==> config.mk <==
export PLATFORM = sky130hd
export DESIGN_NAME = io_bus_bridge
export DESIGN_NICKNAME = d
export VERILOG_FILES = /design/src/rtl/io_bus_bridge.sv
export SDC_FILE = /design/constraint.sdc
export NUM_CORES = 1
export LEC_CHECK = 0
export ABC_CLOCK_PERIOD_IN_PS = 6650
export BUFFER_PORTS_ARGS = -buffer_cell sky130_fd_sc_hd__buf_2
export CAP_MARGIN = 10
export CORE_AREA = 2 2 154 156
export DETAILED_ROUTE_END_ITERATION = 16
export DIE_AREA = 0 0 156 158
export HOLD_SLACK_MARGIN = 0.08
export SLEW_MARGIN = 20
export SYNTH_ARGS = -nofsm -noshare
export SYNTH_HDL_FRONTEND = slang
export SYNTH_SLANG_ARGS = --single-unit
export TNS_END_PERCENT = 20
==> constraint.sdc <==
create_clock -name Clock -period 6.65 [get_ports Clock]
set_clock_uncertainty 0.15 [all_clocks]
set_input_delay 0.3325 -clock Clock [delete_from_list [all_inputs] [get_ports Clock]]
set_output_delay 0.3325 -clock Clock [all_outputs]
set_load 0.1 [all_outputs]
==> src/rtl/io_bus_bridge.sv <==
// ---------------------------------------------------------------------------
// io_bus_bridge
//
// Bridges a single-outstanding CPU IO request onto an 8-slot device bus.
// CpuAddr[6:4] picks the device slot and CpuAddr[3:0] the register. A request
// to a populated slot selects that device until it acks or the access times
// out. A request to an empty slot errors at once. Every transaction ends with
// a one-cycle CpuAck pulse. CpuErr qualifies that pulse.
//
// Parameters
//   SLOT_ENABLE    : one bit per slot, 1 = populated
//   TIMEOUT_CYCLES : max ACCESS cycles before an error (1..255)
//
// Ports
//   Clock, Reset          : rising-edge clock, async active-high reset
//   CpuReq/Write/Addr/WData: CPU request, held until CpuAck
//   CpuRData/Ack/Err       : registered response
//   IoSel                 : one-hot device select, high only during ACCESS
//   IoWrite/RegAddr/WData : request fields latched when the request is taken
//   IoRData, IoAck        : per-slot read data (32b each) and acknowledge
//   ErrAddr               : CpuAddr of the most recent errored transaction
//
// All outputs come straight from flops. No combinational path runs from any
// input to any output.
// ---------------------------------------------------------------------------
module io_bus_bridge #(
    parameter logic [7:0]  SLOT_ENABLE    = 8'b0000_1011,
    parameter int unsigned TIMEOUT_CYCLES = 16
) (
    input  logic         Clock,
    input  logic         Reset,
    input  logic         CpuReq,
    input  logic         CpuWrite,
    input  logic [6:0]   CpuAddr,
    input  logic [31:0]  CpuWData,
    output logic [31:0]  CpuRData,
    output logic         CpuAck,
    output logic         CpuErr,
    output logic [7:0]   IoSel,
    output logic         IoWrite,
    output logic [3:0]   IoRegAddr,
    output logic [31:0]  IoWData,
    input  logic [255:0] IoRData,
    input  logic [7:0]   IoAck,
    output logic [6:0]   ErrAddr
);

    localparam int CW = $clog2(TIMEOUT_CYCLES + 1);
    // The last ACCESS cycle is the one where the counter reads TIMEOUT_CYCLES-1.
    localparam logic [CW-1:0] CNT_LAST = CW'(TIMEOUT_CYCLES - 1);

    typedef enum logic [1:0] {
        IDLE   = 2'd0,
        ACCESS = 2'd1,
        RESP   = 2'd2
    } state_t;

    state_t         state, state_nxt;
    logic [2:0]     slot, slot_nxt;
    logic [CW-1:0]  cnt, cnt_nxt;

    logic [31:0]    rdata_nxt;
    logic           ack_nxt, err_nxt;
    logic [7:0]     sel_nxt;
    logic           write_nxt;
    logic [3:0]     regaddr_nxt;
    logic [31:0]    wdata_nxt;
    logic [6:0]     erraddr_nxt;

    // Only the selected slot's ack and read word matter. The other IoAck bits
    // never reach the FSM.
    logic           slot_ack;
    logic [31:0]    slot_rdata;

    assign slot_ack   = IoAck[slot];
    assign slot_rdata = IoRData[{slot, 5'd0} +: 32];

    // ------------------------------------------------------------------
    // State and output registers
    // ------------------------------------------------------------------
    always_ff @(posedge Clock or posedge Reset) begin
        if (Reset) begin
            state     <= IDLE;
            slot      <= 3'd0;
            cnt       <= '0;
            CpuRData  <= 32'd0;
            CpuAck    <= 1'b0;
            CpuErr    <= 1'b0;
            IoSel     <= 8'd0;
            IoWrite   <= 1'b0;
            IoRegAddr <= 4'd0;
            IoWData   <= 32'd0;
            ErrAddr   <= 7'd0;
        end else begin
            state     <= state_nxt;
            slot      <= slot_nxt;
            cnt       <= cnt_nxt;
            CpuRData  <= rdata_nxt;
            CpuAck    <= ack_nxt;
            CpuErr    <= err_nxt;
            IoSel     <= sel_nxt;
            IoWrite   <= write_nxt;
            IoRegAddr <= regaddr_nxt;
            IoWData   <= wdata_nxt;
            ErrAddr   <= erraddr_nxt;
        end
    end

    // ------------------------------------------------------------------
    // Next-state and next-output logic.
    // The registered outputs are computed one cycle early from the state
    // being entered. This way IoSel is high exactly during ACCESS, and
    // CpuAck/CpuErr are high exactly during RESP.
    // ------------------------------------------------------------------
    always_comb begin
        state_nxt   = state;
        slot_nxt    = slot;
        cnt_nxt     = cnt;
        rdata_nxt   = CpuRData;
        ack_nxt     = 1'b0;
        err_nxt     = 1'b0;
        sel_nxt     = 8'd0;
        write_nxt   = IoWrite;
        regaddr_nxt = IoRegAddr;
        wdata_nxt   = IoWData;
        erraddr_nxt = ErrAddr;

        case (state)
            IDLE: begin
                if (CpuReq) begin
                    slot_nxt    = CpuAddr[6:4];
                    regaddr_nxt = CpuAddr[3:0];
                    write_nxt   = CpuWrite;
                    wdata_nxt   = CpuWData;
                    cnt_nxt     = '0;
                    if (SLOT_ENABLE[CpuAddr[6:4]]) begin
                        state_nxt = ACCESS;
                        sel_nxt   = 8'b1 << CpuAddr[6:4];
                    end else begin
                        // Empty slot: skip ACCESS and respond next cycle.
                        state_nxt   = RESP;
                        ack_nxt     = 1'b1;
                        err_nxt     = 1'b1;
                        rdata_nxt   = 32'd0;
                        erraddr_nxt = CpuAddr;
                    end
                end
            end

            ACCESS: begin
                if (slot_ack) begin
                    // An ack wins over a timeout that falls in the same cycle.
                    state_nxt = RESP;
                    ack_nxt   = 1'b1;
                    rdata_nxt = IoWrite ? 32'd0 : slot_rdata;
                end else if (cnt == CNT_LAST) begin
                    state_nxt   = RESP;
                    ack_nxt     = 1'b1;
                    err_nxt     = 1'b1;
                    rdata_nxt   = 32'd0;
                    erraddr_nxt = {slot, IoRegAddr};
                    cnt_nxt     = cnt + CW'(1);
                end else begin
                    cnt_nxt = cnt + CW'(1);
                    sel_nxt = IoSel;
                end
            end

            RESP: begin
                state_nxt = IDLE;
            end

            default: begin
                state_nxt = IDLE;
            end
        endcase
    end

endmodule

Yosys cells after proc, flatten, opt, wreduce, memory -nomap -nowiden

Memory sizes are Yosys's and may differ from the RTL's.
Index checks and enable logic that the tools add are counted.

Memories kept: 1
Word-level logic and storage cells: 65
Flip-flop bits (word level): 96
ROM bits: 8
Input port bits: 307
Output and inout bits: 86

Shift-type cells: 2
Muxes and demuxes: 34
$lt $le $gt $ge: 2
Reduce and logical (&&, ||, !) cells: 7
Add/subtract/negate cells: 1
Equal/unequal tests: 7

Memories:

| memory           | words | bits a word | read ports | clocked after memory_dff | wr ports | RTL line | text |
|---|---|---|---|---|---|---|---|
| (name not given) | 8     | 1           | 1          | 0                        | 0        | 136      | `if (SLOT_ENABLE[CpuAddr[6:4]]) begin` |

Operators with widths:

| kind                  | number |
|---|---|
| $shiftx A256 B9 Y32   | 1 |
| $mux W32              | 5 |
| $pmux W32 S2          | 1 |
| $mux W8               | 4 |
| $mux W7               | 4 |
| $pmux W8 S2           | 1 |
| $pmux W7 S2           | 1 |
| $mux W5               | 2 |
| $pmux W5 S2           | 1 |
| $lt A3 B4 Y1 const B  | 2 |
| $mux W2               | 4 |
| $ne A2 B2 Y1 const B  | 4 |
| $shl A1 B3 Y8 const A | 1 |
| $mux W1               | 7 |
| $add A5 B1 Y5 const B | 1 |
| $eq A5 B4 Y1 const B  | 1 |
| $reduce_and A5 Y1     | 1 |
| $pmux W1 S2           | 2 |
| $pmux W2 S2           | 1 |
| $reduce_and A2 Y1     | 2 |
| $reduce_and A4 Y1     | 1 |
| $bmux W1 S3           | 1 |
| $ne A3 B3 Y1 const B  | 1 |
| $reduce_and A3 Y1     | 1 |
| other kinds (3)       | 3 |

Logic depth before layout (Yosys ltp)

Word-level depth: 5
Gate-level depth with buffers: 10
Gate-level depth less buffers: 8

Worst setup path after synthesis

Ideal clock, no wire load.

Kind: reg2reg
From: register cnt[0]
To: register CpuRData[0]
Arrival time: 1947 ps
Setup time: 78 ps
Clock period less this slack: 2175 ps
Stages on the path, launching flop included: 11
Data required time: 6422 ps
Buffers on the path: 2
Slack: 4475 ps
Cell sequence: dfrtp_1 -> ha_1 -> and3_1 -> ha_1 -> inv_1 -> nand2b_1 -> a31oi_1 -> or3_1 -> buf_2 -> buf_6 -> o2bb2ai_1

Word-level cells in the longest chain between the ends: 3

Ends and longest elaborated chain:

| element                     | RTL line | text |
|---|---|---|
| start: declaration          | 60       | `logic [CW-1:0] cnt, cnt_nxt;` |
| start signal: assignment    | 97       | `cnt <= cnt_nxt;` |
| $eq A5 B4 Y1                | 156      | `end else if (cnt == CNT_LAST) begin` |
| $ne A3 B3 Y1 (no line)      | -        |  |
| $reduce_and A4 Y1 (no line) | -        |  |
| end signal: assignment      | 98       | `CpuRData <= rdata_nxt;` |
| end: declaration            | 36       | `output logic [31:0] CpuRData,` |

Every way passes these cells.
A chain may end at the register's enable or synchronous reset.

Worst setup path after layout

From: register slot[1]
To: register ErrAddr[3]

Word-level cells in the longest chain between the ends: 4

Ends and longest elaborated chain:

| element                       | RTL line | text |
|---|---|---|
| start: declaration            | 59       | `logic [2:0] slot, slot_nxt;` |
| start signal: assignment      | 96       | `slot <= slot_nxt;` |
| $bmux W1 S3                   | 75       | `assign slot_ack = IoAck[slot];` |
| $mux W1 (not written as such) | 75       |  |
| $ne A2 B2 Y1 (no line)        | -        |  |
| $reduce_and A5 Y1 (no line)   | -        |  |
| end signal: assignment        | 105      | `ErrAddr <= erraddr_nxt;` |
| end: declaration              | 45       | `output logic [6:0] ErrAddr` |

Every way passes these cells. The select of a mux whose other input is x is not followed.

==> summary.txt <==
Max Cap Viol: 0
hold_sp: CpuAddr[6]
global-route wire length before repair: 30280 microns
Worst Reg-to-Reg Cells: 6
power per standard cell area: 565.5 mW/mm^2
Tot Pwr: 4832 uW
switching pwr: 2823 uW
wire per inst: 18.32 microns
post_cts resized: 0
number of buffers created by CTS: 9
initial antenna violation count: 4
CTS tree: built
Cells after Synth: 459
RSZ-0062 raised after global routing: false
area leader, netlist: dfrtp_1
hold endpoint: slot[2]
H-tree depth: 3
reg2reg start: slot[1]
Post-synth EDFFs: 0
DRC: 0
clk_lat worst skew: 350 ps
syn_nets: 768
final core utilization: 0.3707
Slew Viols, Final: 0
layout cell share with drive strength beyond 1: 0.5698
Relative slew margins: 0.3392
Die Wd: 156 microns
Synth Area per Inst: 12.33 sq um
status: finished clean
Gate power share: 0.680
setup violators final: 0
CTS Sinks: 96
Startpoint Class: flip-flop
die height: 158 microns
Leak: 0.004398 uW
post-DR vias/cell: 4.699
sequential area share after synthesis: 0.4244
vias: 5474
Detailed Route WL: 21350 microns
initial DRC count: 355
commonest cells in the netlist: nand2_1, dfrtp_1, mux4_2
HP Class: input port to flip-flop
DIE AREA: 0.02465 sq mm
worst reg-to-reg setup slack: 3850 ps
count leader, synth: nand2_1
maximum clock rate: 357.5 MHz
Worst-path clk slew: 80 ps
minimum clock period: 2797 ps
Least-Margin Pin Slew: 991.2 ps
Clk pwr share: 0.114
Netlist cell types: 35
Worst EP required: 6730 ps
sequential share of power: 0.206
number of synthesized register bits: 96
final instance area: 0.008544 sq mm
area added between synthesis and finish: 50.95%
CP Capture Type: flip-flop
vias in the first global route: 5439
WS Path Type: flip-flop to flip-flop
VDD IR-drop max: 0.0004440 V
top post-synthesis cells by area: dfrtp_1, mux4_2, nand2_1
Syn Std Cell Area: 0.005660 sq mm
Final Net Count: 1178
row cnt: 56
largest net degree at the start of global routing: 57
final period utilization: 0.4206
post-CTS setup buffer count: 0
Final ANT Viol Nets: 0
Critical R2R Capture: ErrAddr[3]
Critical Path AT: 2880 ps
final hold viol count: 0
TNS Setup: 0 ps
sw frac: 0.5843
core area: 0.02305 sq mm
Yosys top cell area share: 0.4244
total grt overflow: 0
Max Root-Sink Buffers: 2
DP HPWL: 16190 microns
Main synth FF type: dfrtp_1
IO Count: 393
Int Power: 2009 uW
Initial Util: 0.2455
WHS Path Cells: 3
worst hold slack: 102.8 ps
Ys Warns: 0
CTS Hold Buffers Added: 38
Async SR Flop Fraction: 1.000
GPL Wtd Cong: 0.7468
root buf cell: clkbuf_16
drt pass-1 iters: 4
Crit Path Max Fanout: 46
GRT Total Usage: 0.1611
Port Buffers: 392
placed cell area: 0.007855 sq mm
-- worst max-delay path: stages, from the launching register on --
cell	delay (ps)
dfrtp_2	400
buf_4	570
nor2b_1	100
a22oi_1	240
and3_1	340
o31a_1	530
mux2_4	350
-- how the worst max path moves through the flow --
stage / from / to / slack (ps)
after CTS: slot[1] / ErrAddr[4] / 3810
after detailed placement: slot[1] / ErrAddr[6] / 3830
after global placement: slot[1] / ErrAddr[2] / 3880
final: slot[1] / ErrAddr[3] / 3850
after floorplan: Reset / CpuAck / 3660
after global routing: slot[1] / ErrAddr[4] / 3680
-- power groups by stage --
stage | sequential [uW] | clock [uW] | combinational (uW)
2_1_floorplan | 2510 | 0 | 1190
3_3_place_gp | 995 | 0 | 3270
3_5_place_dp | 995 | 0 | 3310
4_1_cts | 997 | 577 | 3320
5_1_grt | 1030 | 600 | 3460
6_report | 995 | 550 | 3290
-- state kept, by name, summed over array words and instances, names as in the netlist --
name / count
IoWrite: 1
cnt: 5
slot: 3
CpuAck: 1
IoWData: 32
CpuErr: 1
IoSel: 8
state: 2
IoRegAddr: 4
CpuRData: 32
ErrAddr: 7
-- layer usage --
metal	global-route usage	vias to the layer above	part of all wire
met2	0.2642	278	0.48
met3	0.03915	28	0.081
met1	0.2134	2650	0.41
met5	0	-	0.00061
met4	0.04369	2	0.019
li1	-	2516	-
-- stage by stage --
| step | cells | setup WS [ps] |
|---|---|---|
| after CTS | 1164 | 3815 |
| after global routing | 1165 | 3681 |
| after floorplan | 459 | 3662 |
| after detailed placement | 1110 | 3833 |
| final | 1165 | 3853 |
| after global placement | 1110 | 3878 |
-- final cells by class --
class / count / area [sq um]
multi-input combinational: 316 / 3033
inverter: 9 / 36.28
antenna: 1 / 2.502
clock buffer: 11 / 242.7
clock inverter: 5 / 63.81
tap: 290 / 362.8
timing repair buffer: 437 / 2395
sequential: 96 / 2409
fill: 2286 / 14510
-- cells by family after synthesis --
kind of cell | count (synthesis) | synth area share
mux | 117 | 0.3561
buf+inv | 47 | 0.04023
flops | 96 | 0.4244
compound gates | 45 | 0.06587
fa+ha+maj | 2 | 0.004420
simple gates | 152 | 0.1090
-- layout by cell type, fill, tap and decap left out, types with 2 or more instances in the layout --
cell / Yosys / final
mux2i_1: 39 / 39
o2bb2ai_1: 32 / 32
mux2_2: 7 / 7
buf_4: 1 / 7
nor2_1: 6 / 5
dfrtp_2: 0 / 2
inv_6: 0 / 2
dlygate4sd3_1: 0 / 38
nand3_1: 4 / 4
dfrtp_1: 96 / 93
inv_1: 9 / 8
nand2b_1: 2 / 2
buf_2: 14 / 392
mux4_2: 64 / 64
nand2_1: 127 / 127
and2_1: 5 / 5
clkbuf_16: 0 / 9
and3_1: 2 / 2
mux2_4: 7 / 7
o21ai_0: 2 / 2
or4_1: 2 / 2
ha_1: 2 / 2
o211ai_1: 2 / 2
No activity file was read; power rests on OpenSTA's default activity.
